### config.mk
export PLATFORM = sky130hd
export DESIGN_NAME = capi_putn_cmd_enc_flat
export DESIGN_NICKNAME = d
export VERILOG_FILES = /design/src/rtl/capi_putn_cmd_enc_pkg.sv /design/src/rtl/capi_putn_cmd_enc_if.sv /design/src/rtl/capi_putn_cmd_enc_fifo.sv /design/src/rtl/capi_putn_cmd_enc.sv /design/src/flat_wrapper.sv
export SDC_FILE = /design/constraint.sdc
export NUM_CORES = 1
export LEC_CHECK = 0
export CAP_MARGIN = 10
export CORE_MARGIN = 4
export CORE_UTILIZATION = 55
export DETAILED_ROUTE_END_ITERATION = 6
export PLACE_DENSITY = 0.79
export SLEW_MARGIN = 15
export SYNTH_ARGS = -nofsm -noshare
export SYNTH_HDL_FRONTEND = slang
export SYNTH_SLANG_ARGS = --single-unit
### constraint.sdc
create_clock -name clk -period 15.15 [get_ports clk]
set_input_delay 2.2725 -clock clk [delete_from_list [all_inputs] [get_ports clk]]
set_output_delay 2.2725 -clock clk [all_outputs]
set_load 0.02 [all_outputs]
### src/rtl/capi_putn_cmd_enc_pkg.sv
// Shared types for the PSL put-command encoder: size-select codes, FSM states,
// and the command entry that is queued toward the PSL.
package capi_putn_pkg;
  localparam int TSIZE_W = 13;
  // Widest supported field widths; the top slices these down to its parameters.
  localparam int EA_W   = 64;
  localparam int TAG_W  = 5;
  localparam int CTXT_W = 10;

  localparam logic [1:0] SEL_128 = 2'd0;
  localparam logic [1:0] SEL_256 = 2'd1;
  localparam logic [1:0] SEL_512 = 2'd2;
  localparam logic [1:0] SEL_MAX = 2'd3;

  typedef enum logic [0:0] {ST_IDLE, ST_STREAM} state_t;

  typedef struct packed {
    logic [EA_W-1:0]    ea;
    logic [TSIZE_W-1:0] tsize;
    logic [TAG_W-1:0]   tag;
    logic [CTXT_W-1:0]  ctxt;
    logic               last;
  } cmd_entry_t;

  // Command size for a select code, never larger than the supported cap.
  function automatic logic [TSIZE_W-1:0] sel_bytes(input logic [1:0] sel, input int cap);
    int b;
    case (sel)
      SEL_128: b = 128;
      SEL_256: b = 256;
      SEL_512: b = 512;
      default: b = cap;
    endcase
    if (b > cap) b = cap;
    return TSIZE_W'(b);
  endfunction
endpackage

### src/rtl/capi_putn_cmd_enc_if.sv
// Request / data / downstream / command bus of the put-command encoder.
interface capi_putn_cmd_enc_if import capi_putn_pkg::*; #(
    parameter int ea_width   = 64,
    parameter int beat_bytes = 16,
    parameter int tag_width  = 5,
    parameter int ctxt_width = 10,
    parameter int fifo_depth = 8
) ();
    logic [1:0]                    i_cfg_max_sel;
    logic                          i_req_v;
    logic                          o_req_r;
    logic [ea_width-1:0]           i_req_ea;
    logic [tag_width-1:0]          i_req_tag;
    logic [ctxt_width-1:0]         i_req_ctxt;
    logic                          i_data_v;
    logic                          o_data_r;
    logic                          i_data_e;
    logic [$clog2(beat_bytes)-1:0] i_data_c;
    logic                          o_dn_data_v;
    logic                          i_dn_data_r;
    logic                          o_dn_cmd_e;
    logic                          o_dn_req_e;
    logic                          o_cmd_v;
    logic                          i_cmd_r;
    logic [ea_width-1:0]           o_cmd_ea;
    logic [TSIZE_W-1:0]            o_cmd_tsize;
    logic [tag_width-1:0]          o_cmd_tag;
    logic [ctxt_width-1:0]         o_cmd_ctxt;
    logic                          o_cmd_last;
    logic                          o_req_err;
    logic [$clog2(fifo_depth):0]   o_cmd_used;

    modport master (
        output i_cfg_max_sel, i_req_v, i_req_ea, i_req_tag, i_req_ctxt,
               i_data_v, i_data_e, i_data_c, i_dn_data_r, i_cmd_r,
        input  o_req_r, o_data_r, o_dn_data_v, o_dn_cmd_e, o_dn_req_e,
               o_cmd_v, o_cmd_ea, o_cmd_tsize, o_cmd_tag, o_cmd_ctxt,
               o_cmd_last, o_req_err, o_cmd_used
    );

    modport slave (
        input  i_cfg_max_sel, i_req_v, i_req_ea, i_req_tag, i_req_ctxt,
               i_data_v, i_data_e, i_data_c, i_dn_data_r, i_cmd_r,
        output o_req_r, o_data_r, o_dn_data_v, o_dn_cmd_e, o_dn_req_e,
               o_cmd_v, o_cmd_ea, o_cmd_tsize, o_cmd_tag, o_cmd_ctxt,
               o_cmd_last, o_req_err, o_cmd_used
    );
endinterface

### src/rtl/capi_putn_cmd_enc_fifo.sv
// Shared show-ahead FIFO; head word is valid combinationally while o_v is high.
module nvme_fifo #(
    parameter int width = 8,
    parameter int words = 8
) (
    input  logic                       clk,
    input  logic                       reset,
    input  logic                       i_push,
    input  logic [width-1:0]           i_din,
    input  logic                       i_pop,
    output logic [width-1:0]           o_dout,
    output logic                       o_v,
    output logic                       o_full,
    output logic [$clog2(words):0]     o_used
);
    localparam int AW = $clog2(words);

    logic [width-1:0] mem [words];
    logic [AW-1:0]    wr_q, rd_q;
    logic [AW:0]      used_q;
    logic             do_push, do_pop;

    assign o_full  = used_q == (AW+1)'(words);
    assign o_v     = used_q != '0;
    assign do_push = i_push & ~o_full;
    assign do_pop  = i_pop & o_v;
    assign o_dout  = mem[rd_q];
    assign o_used  = used_q;

    always_ff @(posedge clk) begin
        if (do_push) mem[wr_q] <= i_din;
    end

    always_ff @(posedge clk or posedge reset) begin
        if (reset) begin
            wr_q   <= '0;
            rd_q   <= '0;
            used_q <= '0;
        end else begin
            if (do_push) wr_q <= wr_q + 1'b1;
            if (do_pop)  rd_q <= rd_q + 1'b1;
            used_q <= used_q + {{AW{1'b0}}, do_push} - {{AW{1'b0}}, do_pop};
        end
    end
endmodule

### src/rtl/capi_putn_cmd_enc.sv
// Cuts one write request's beat stream into PSL put commands bounded by the
// selected max size (and therefore by pages), queueing them in a command FIFO.
module capi_putn_cmd_enc import capi_putn_pkg::*; #(
    parameter int ea_width   = 64,
    parameter int beat_bytes = 16,
    parameter int max_bytes  = 512,
    parameter int page_bytes = 4096,
    parameter int tag_width  = 5,
    parameter int ctxt_width = 10,
    parameter int fifo_depth = 8
) (
    input  logic              clk,
    input  logic              reset,
    capi_putn_cmd_enc_if.slave bus
);
    localparam int BB_W   = $clog2(beat_bytes);
    localparam int USED_W = $clog2(fifo_depth) + 1;
    localparam int CTXT_O = 1;
    localparam int TAG_O  = CTXT_O + ctxt_width;
    localparam int TS_O   = TAG_O + tag_width;
    localparam int EA_O   = TS_O + TSIZE_W;
    localparam int FW     = EA_O + ea_width;
    localparam int CAP    = (max_bytes < page_bytes) ? max_bytes : page_bytes;
    localparam logic [TSIZE_W-1:0] BEAT = TSIZE_W'(beat_bytes);

    state_t                state_q, state_d;
    logic [ea_width-1:0]   cmd_ea_q, cmd_ea_d;
    logic [TSIZE_W-1:0]    len_q, len_d, size_q, size_d;
    logic [tag_width-1:0]  tag_q, tag_d;
    logic [ctxt_width-1:0] ctxt_q, ctxt_d;
    logic                  req_r_q, err_q, err_d;
    logic                  stream, go, push, cmd_end, bnd_end, dn_v;
    logic                  fifo_full, fifo_v;
    logic [TSIZE_W-1:0]    last_b, beat_b, tsize_push, off;
    logic [USED_W-1:0]     fifo_used;
    logic [FW-1:0]         fifo_din, fifo_dout;
    cmd_entry_t            push_ent, head_ent;

    assign stream     = state_q == ST_STREAM;
    assign last_b     = (bus.i_data_c == '0) ? BEAT : TSIZE_W'(bus.i_data_c);
    assign beat_b     = bus.i_data_e ? last_b : BEAT;
    assign tsize_push = len_q + beat_b;
    // Boundary test only needs the low address bits since size divides 2^TSIZE_W.
    assign off        = cmd_ea_q[TSIZE_W-1:0] + len_q + BEAT;
    assign bnd_end    = (off & (size_q - TSIZE_W'(1))) == '0;
    assign cmd_end    = bus.i_data_e | bnd_end;
    assign dn_v       = stream & bus.i_data_v & ~fifo_full;
    assign go         = dn_v & bus.i_dn_data_r;

    assign bus.o_req_r     = req_r_q;
    assign bus.o_req_err   = err_q;
    assign bus.o_data_r    = stream & bus.i_dn_data_r & ~fifo_full;
    assign bus.o_dn_data_v = dn_v;
    assign bus.o_dn_cmd_e  = dn_v & cmd_end;
    assign bus.o_dn_req_e  = dn_v & bus.i_data_e;

    always_comb begin
        state_d  = state_q;
        cmd_ea_d = cmd_ea_q;
        len_d    = len_q;
        size_d   = size_q;
        tag_d    = tag_q;
        ctxt_d   = ctxt_q;
        err_d    = 1'b0;
        push     = 1'b0;
        case (state_q)
            ST_IDLE: begin
                if (bus.i_req_v) begin
                    cmd_ea_d = {bus.i_req_ea[ea_width-1:BB_W], {BB_W{1'b0}}};
                    len_d    = '0;
                    size_d   = sel_bytes(bus.i_cfg_max_sel, CAP);
                    tag_d    = bus.i_req_tag;
                    ctxt_d   = bus.i_req_ctxt;
                    err_d    = |bus.i_req_ea[BB_W-1:0];
                    state_d  = ST_STREAM;
                end
            end
            ST_STREAM: begin
                if (go) begin
                    if (cmd_end) begin
                        push     = 1'b1;
                        cmd_ea_d = cmd_ea_q + ea_width'(tsize_push);
                        len_d    = '0;
                        if (bus.i_data_e) state_d = ST_IDLE;
                    end else begin
                        len_d = len_q + BEAT;
                    end
                end
            end
            default: state_d = ST_IDLE;
        endcase
    end

    always_ff @(posedge clk or posedge reset) begin
        if (reset) begin
            state_q  <= ST_IDLE;
            cmd_ea_q <= '0;
            len_q    <= '0;
            size_q   <= '0;
            tag_q    <= '0;
            ctxt_q   <= '0;
            req_r_q  <= 1'b1;
            err_q    <= 1'b0;
        end else begin
            state_q  <= state_d;
            cmd_ea_q <= cmd_ea_d;
            len_q    <= len_d;
            size_q   <= size_d;
            tag_q    <= tag_d;
            ctxt_q   <= ctxt_d;
            req_r_q  <= state_d == ST_IDLE;
            err_q    <= err_d;
        end
    end

    always_comb begin
        push_ent       = '0;
        push_ent.ea    = EA_W'(cmd_ea_q);
        push_ent.tsize = tsize_push;
        push_ent.tag   = TAG_W'(tag_q);
        push_ent.ctxt  = CTXT_W'(ctxt_q);
        push_ent.last  = bus.i_data_e;
    end

    assign fifo_din = {push_ent.ea[ea_width-1:0], push_ent.tsize,
                       push_ent.tag[tag_width-1:0], push_ent.ctxt[ctxt_width-1:0],
                       push_ent.last};

    nvme_fifo #(.width(FW), .words(fifo_depth)) u_cmd_fifo (
        .clk    (clk),
        .reset  (reset),
        .i_push (push),
        .i_din  (fifo_din),
        .i_pop  (bus.i_cmd_r),
        .o_dout (fifo_dout),
        .o_v    (fifo_v),
        .o_full (fifo_full),
        .o_used (fifo_used)
    );

    // Head fields are forced to zero while the queue is empty.
    always_comb begin
        head_ent = '0;
        if (fifo_v) begin
            head_ent.ea    = EA_W'(fifo_dout[EA_O +: ea_width]);
            head_ent.tsize = fifo_dout[TS_O +: TSIZE_W];
            head_ent.tag   = TAG_W'(fifo_dout[TAG_O +: tag_width]);
            head_ent.ctxt  = CTXT_W'(fifo_dout[CTXT_O +: ctxt_width]);
            head_ent.last  = fifo_dout[0];
        end
    end

    assign bus.o_cmd_v     = fifo_v;
    assign bus.o_cmd_ea    = head_ent.ea[ea_width-1:0];
    assign bus.o_cmd_tsize = head_ent.tsize;
    assign bus.o_cmd_tag   = head_ent.tag[tag_width-1:0];
    assign bus.o_cmd_ctxt  = head_ent.ctxt[ctxt_width-1:0];
    assign bus.o_cmd_last  = head_ent.last;
    assign bus.o_cmd_used  = fifo_used;
endmodule

### src/flat_wrapper.sv
// flat-port wrapper written by rule: the top's interface ports become plain ports
module capi_putn_cmd_enc_flat import capi_putn_pkg::*;
#(
    parameter int ea_width   = 64,
    parameter int beat_bytes = 16,
    parameter int max_bytes  = 512,
    parameter int page_bytes = 4096,
    parameter int tag_width  = 5,
    parameter int ctxt_width = 10,
    parameter int fifo_depth = 8
)
  (clk, reset, bus_i_cfg_max_sel, bus_i_req_v, bus_i_req_ea, bus_i_req_tag, bus_i_req_ctxt, bus_i_data_v, bus_i_data_e, bus_i_data_c, bus_i_dn_data_r, bus_i_cmd_r, bus_o_req_r, bus_o_data_r, bus_o_dn_data_v, bus_o_dn_cmd_e, bus_o_dn_req_e, bus_o_cmd_v, bus_o_cmd_ea, bus_o_cmd_tsize, bus_o_cmd_tag, bus_o_cmd_ctxt, bus_o_cmd_last, bus_o_req_err, bus_o_cmd_used);
  capi_putn_cmd_enc_if #(.ea_width(ea_width), .beat_bytes(beat_bytes), .tag_width(tag_width), .ctxt_width(ctxt_width), .fifo_depth(fifo_depth)) bus_i ();
  input  logic clk;
  input  logic reset;
  input wire logic [$bits(bus_i.i_cfg_max_sel)-1:0] bus_i_cfg_max_sel;
  input wire logic [$bits(bus_i.i_req_v)-1:0] bus_i_req_v;
  input wire logic [$bits(bus_i.i_req_ea)-1:0] bus_i_req_ea;
  input wire logic [$bits(bus_i.i_req_tag)-1:0] bus_i_req_tag;
  input wire logic [$bits(bus_i.i_req_ctxt)-1:0] bus_i_req_ctxt;
  input wire logic [$bits(bus_i.i_data_v)-1:0] bus_i_data_v;
  input wire logic [$bits(bus_i.i_data_e)-1:0] bus_i_data_e;
  input wire logic [$bits(bus_i.i_data_c)-1:0] bus_i_data_c;
  input wire logic [$bits(bus_i.i_dn_data_r)-1:0] bus_i_dn_data_r;
  input wire logic [$bits(bus_i.i_cmd_r)-1:0] bus_i_cmd_r;
  output wire logic [$bits(bus_i.o_req_r)-1:0] bus_o_req_r;
  output wire logic [$bits(bus_i.o_data_r)-1:0] bus_o_data_r;
  output wire logic [$bits(bus_i.o_dn_data_v)-1:0] bus_o_dn_data_v;
  output wire logic [$bits(bus_i.o_dn_cmd_e)-1:0] bus_o_dn_cmd_e;
  output wire logic [$bits(bus_i.o_dn_req_e)-1:0] bus_o_dn_req_e;
  output wire logic [$bits(bus_i.o_cmd_v)-1:0] bus_o_cmd_v;
  output wire logic [$bits(bus_i.o_cmd_ea)-1:0] bus_o_cmd_ea;
  output wire logic [$bits(bus_i.o_cmd_tsize)-1:0] bus_o_cmd_tsize;
  output wire logic [$bits(bus_i.o_cmd_tag)-1:0] bus_o_cmd_tag;
  output wire logic [$bits(bus_i.o_cmd_ctxt)-1:0] bus_o_cmd_ctxt;
  output wire logic [$bits(bus_i.o_cmd_last)-1:0] bus_o_cmd_last;
  output wire logic [$bits(bus_i.o_req_err)-1:0] bus_o_req_err;
  output wire logic [$bits(bus_i.o_cmd_used)-1:0] bus_o_cmd_used;
  assign bus_i.i_cfg_max_sel = bus_i_cfg_max_sel;
  assign bus_i.i_req_v = bus_i_req_v;
  assign bus_i.i_req_ea = bus_i_req_ea;
  assign bus_i.i_req_tag = bus_i_req_tag;
  assign bus_i.i_req_ctxt = bus_i_req_ctxt;
  assign bus_i.i_data_v = bus_i_data_v;
  assign bus_i.i_data_e = bus_i_data_e;
  assign bus_i.i_data_c = bus_i_data_c;
  assign bus_i.i_dn_data_r = bus_i_dn_data_r;
  assign bus_i.i_cmd_r = bus_i_cmd_r;
  assign bus_o_req_r = bus_i.o_req_r;
  assign bus_o_data_r = bus_i.o_data_r;
  assign bus_o_dn_data_v = bus_i.o_dn_data_v;
  assign bus_o_dn_cmd_e = bus_i.o_dn_cmd_e;
  assign bus_o_dn_req_e = bus_i.o_dn_req_e;
  assign bus_o_cmd_v = bus_i.o_cmd_v;
  assign bus_o_cmd_ea = bus_i.o_cmd_ea;
  assign bus_o_cmd_tsize = bus_i.o_cmd_tsize;
  assign bus_o_cmd_tag = bus_i.o_cmd_tag;
  assign bus_o_cmd_ctxt = bus_i.o_cmd_ctxt;
  assign bus_o_cmd_last = bus_i.o_cmd_last;
  assign bus_o_req_err = bus_i.o_req_err;
  assign bus_o_cmd_used = bus_i.o_cmd_used;
  capi_putn_cmd_enc #(.ea_width(ea_width), .beat_bytes(beat_bytes), .max_bytes(max_bytes), .page_bytes(page_bytes), .tag_width(tag_width), .ctxt_width(ctxt_width), .fifo_depth(fifo_depth)) u_core (.clk(clk), .reset(reset), .bus(bus_i));
endmodule
==> summary.md <==
| Metric | Value |
|---|---|
| Die area | `69,300 µm²` |
| Sequential share of power | `0.405` |
| Final Wtd Congestion | `0.868` |
| First-pass GRT wire length | `133 mm` |
| Class of the most critical setup path | `in -> reg` |
| Gr usage total | `0.251` |
| Final slew viol count | `0` |
| DRC violations left | `0` |
| Iter 0 DRT Violations | `2,108` |
| CP max FO | `13` |
| CP delay by family, top | `compound AO/OA/AOI/OAI gates` |
| Clock root cell | `clkbuf_16` |
| Worst skew pair latency | `630 ps` |
| Critical Path Start Type | `input port` |
| Total CTS buffers | `84` |
| Clk buf depth | `3` |
| Pin slew with the least headroom to its limit | `1050 ps` |
| WL/cell | `27.2 µm` |
| Mapped Cells | `2,101` |
| Slew headroom | `0.299` |
| CTS tree | `built` |
| Finished Core Util | `0.646` |
| Core area | `64,500 µm²` |
| Vias in the first global route | `21,501` |
| Outcome | `completed` |
| Sequential share of the synthesized area | `0.696` |
| Remaining antenna violation count | `0` |
| Syn-to-layout area delta | `16.2%` |
| Final WL | `87.6 mm` |
| Worst Hold Class | `reg -> reg` |
| Sw frac | `0.335` |
| Die height | `263 µm` |
| Slowest cell on crit path | `o41ai_1` |
| Synth cell types | `82` |
| Maximum clock frequency | `0.139 GHz` |
| Initial DRT Pass Iterations | `7` |
| # rows | `93` |
| Via count | `20,801` |
| P_leak | `14.2 nW` |
| Worst Path Arrival | `7720 ps` |
| Htree depth | `3` |
| Post-route setup slack | `7940 ps` |
| Final non-filler cell total | `3,220` |
| # port buffers | `195` |
| Setup Total Neg Slack | `0 ps` |
| Die Wd | `263 µm` |
| Max stage delay on crit path | `720 ps` |
| Power Density | `200 nW/µm²` |
| Share of layout cells above drive strength 1 | `0.174` |
| Starting Density | `0.556` |
| HP Start | `u_core.u_cmd_fifo.o_used[0]$_DFF_PP0_` |
| Dpl cells | `3,066` |
| Critical path required time | `15,660 ps` |
| Fin nets | `2,436` |
| Sink Count | `848` |
| Synthesis-stage register bit count | `848` |
| Internal | `0.00555 W` |
| Hold buffer count at cts | `0` |
| Clock Power Share | `0.260` |
| Main flop type after synthesis | `edfxtp_1` |
| Via density | `6.46` |
| Switching Power | `0.00279 W` |
| Clk slew on worst S/H paths | `60 ps` |
| Worst r2r src | `u_core.cmd_ea_q[7]$_DFFE_PP0P_` |
| Maximum vdd drop | `164 µV` |
| # diodes | `0` |
| Post-CTS Setup Bufs | `0` |
| Synth async-reset ratio | `0.123` |
| Max-cap violations | `0` |
| Logic pwr share | `0.335` |
| Final Hold Viols | `0` |
| Syn Area/Cell | `17.1 µm²` |
| Final setup vio count | `0` |
| # IOs | `196` |
| Fin Clk Skew | `21.1 ps` |
| Unrepaired setup endpoints after global routing | `no` |
| DP Wirelength | `50.4 mm` |
| Period utilisation layout | `0.476` |
| Synth Cell Area | `35,800 µm²` |
| Post-route minimum period | `7210 ps` |
| Critical path startpoint | `bus_i_data_c[2]` |
| Crit path buffers/inverters | `1` |
| Post-cts sizing count | `0` |
| Hold WS | `570 ps` |
| Pre-CTS setup slack | `7350 ps` |
| Largest net degree at the start of global routing | `134` |
| Initial antenna violation count | `0` |
| CP endpoint kind | `flop` |
| Ys Warns | `0` |
| Total congestion overflow | `0` |
| Cell chain of the critical path | `clkdlybuf4s50_1 -> o41ai_1 -> ha_1 -> nand4_1 -> nor2_1 -> nand2_1 -> xnor2_1 -> ha_1 -> a21o_1 -> a21o_1 -> a221oi_1 -> o31a_1 -> nor2_1 -> a41oi_1 -> nor3_1 -> o32a_1` |
| Post-synth EDFFs | `744` |
cell usage after synthesis (5+ instances only):
cell type	number	share of area
inv_1	41	0.0043
nor3_1	35	0.0049
o32a_1	7	0.0020
edfxtp_1	744	0.62
clkbuf_1	84	0.0088
nor2b_1	7	0.0012
o211ai_1	9	0.0019
o311ai_0	12	0.0029
a211oi_1	9	0.0019
mux2_2	15	0.0047
nand2_1	99	0.010
nor4_1	17	0.0030
o2bb2ai_1	8	0.0020
a31oi_1	25	0.0044
dfrtp_1	103	0.072
and3_1	14	0.0024
buf_1	26	0.0027
o21ai_0	45	0.0063
and2_1	11	0.0019
o22ai_1	7	0.0012
nand3b_1	5	0.0010
nand2b_1	12	0.0021
nand3_1	33	0.0046
nand4_1	16	0.0028
mux4_2	186	0.12
a31o_2	5	0.0012
or3_1	16	0.0028
xor2_1	13	0.0032
mux2i_1	110	0.031
or2_2	7	0.0012
ha_1	44	0.015
a21oi_1	37	0.0052
a21o_1	8	0.0017
o21a_1	6	0.0013
nor3b_1	6	0.0013
nor2_1	157	0.016
xnor2_1	16	0.0039
a32oi_1	6	0.0015
buf_2	9	0.0013
o21ai_1	11	0.0015
stage by stage:
step           cell area, µm²  total power (W)
2_1_floorplan           35800          0.00511
3_3_place_gp            38700          0.00611
3_5_place_dp            38700          0.00620
4_1_cts                 41600          0.00838
5_1_grt                 41700          0.00873
6_report                41700          0.00834
worst paths after layout:
path	endpoint	slack, ps	cells past startpoint
worst max-delay path	u_core.cmd_ea_q[41]$_DFFE_PP0P_	7940	16
worst min-delay path	u_core.u_cmd_fifo.o_used[0]$_DFF_PP0_	570	1
worst max register to register	u_core.u_cmd_fifo.mem[3][25]$_DFFE_PP_	9100	13
worst min register to register	u_core.u_cmd_fifo.o_used[0]$_DFF_PP0_	570	1
max in group asynchronous	u_core.u_cmd_fifo.rd_q[0]$_DFFE_PP0P_	11660	3
min in group asynchronous	u_core.tag_q[4]$_DFFE_PP0P_	2210	2
layout by cell type, fill, tap and decap left out, types with 10 or more instances in the layout:
cell type / n
a21oi_1: 37
a31oi_1: 25
and2_1: 10
and3_1: 14
buf_4: 32
bufinv_16: 12
clkbuf_1: 13
clkbuf_16: 87
clkdlybuf4s50_1: 195
clkinv_2: 13
dfrtp_1: 99
edfxtp_1: 744
ha_1: 44
inv_1: 39
mux2_2: 15
mux2i_1: 110
mux4_2: 186
nand2_1: 98
nand2b_1: 12
nand3_1: 33
nand4_1: 16
nor2_1: 154
nor3_1: 31
nor4_1: 16
o21ai_0: 45
o21ai_1: 11
o311ai_0: 12
or3_1: 16
xnor2_1: 16
xor2_1: 13
logic make-up after synthesis:
kind of cell	synth area share
AOI/OAI and AO/OA	0.0483
adders and majority gates	0.0170
muxes	0.152
xor gates and xnor gates	0.00709
other	0.000105
DFF	0.696
and+or+nand+nor	0.0607
buffers and inverters	0.0183
flip-flops by register name, summed over array words and instances, names as in the netlist, 3 cells and up:
signal and cells:
u_core.u_cmd_fifo.o_used 4, u_core.u_cmd_fifo.rd_q 3, u_core.cmd_ea_q 64, u_core.len_q 9, u_core.ctxt_q 10, u_core.size_q 3, u_core.u_cmd_fifo.wr_q 3, u_core.tag_q 5
u_core.u_cmd_fifo.mem 744
final cells by class:
class	count	area (µm²)
Tap cell	855	1070
Inverter	42	160
Sequential cell	848	25000
Timing Repair Buffer	229	2230
Clock buffer	108	2340
Fill cell	4329	22800
Clock inverter	46	581
Multi-Input combinational cell	1092	10300
power groups by stage:
stage          combinational (W)  clock [W]  sequential, W
6_report                 0.00279    0.00217        0.00338
5_1_grt                  0.00300    0.00231        0.00342
4_1_cts                  0.00281    0.00220        0.00337
3_5_place_dp             0.00278          0        0.00341
3_3_place_gp             0.00274          0        0.00337
2_1_floorplan            0.00190          0        0.00321
per-layer routing:
layer	vias to the layer above	track usage	share of wire
li1	8784	-	-
met1	10837	0.349	0.39
met2	1023	0.417	0.50
met3	157	0.0383	0.077
met4	0	0.0810	0.026
met5	-	0	0
(Power assumes the default switching activity.)
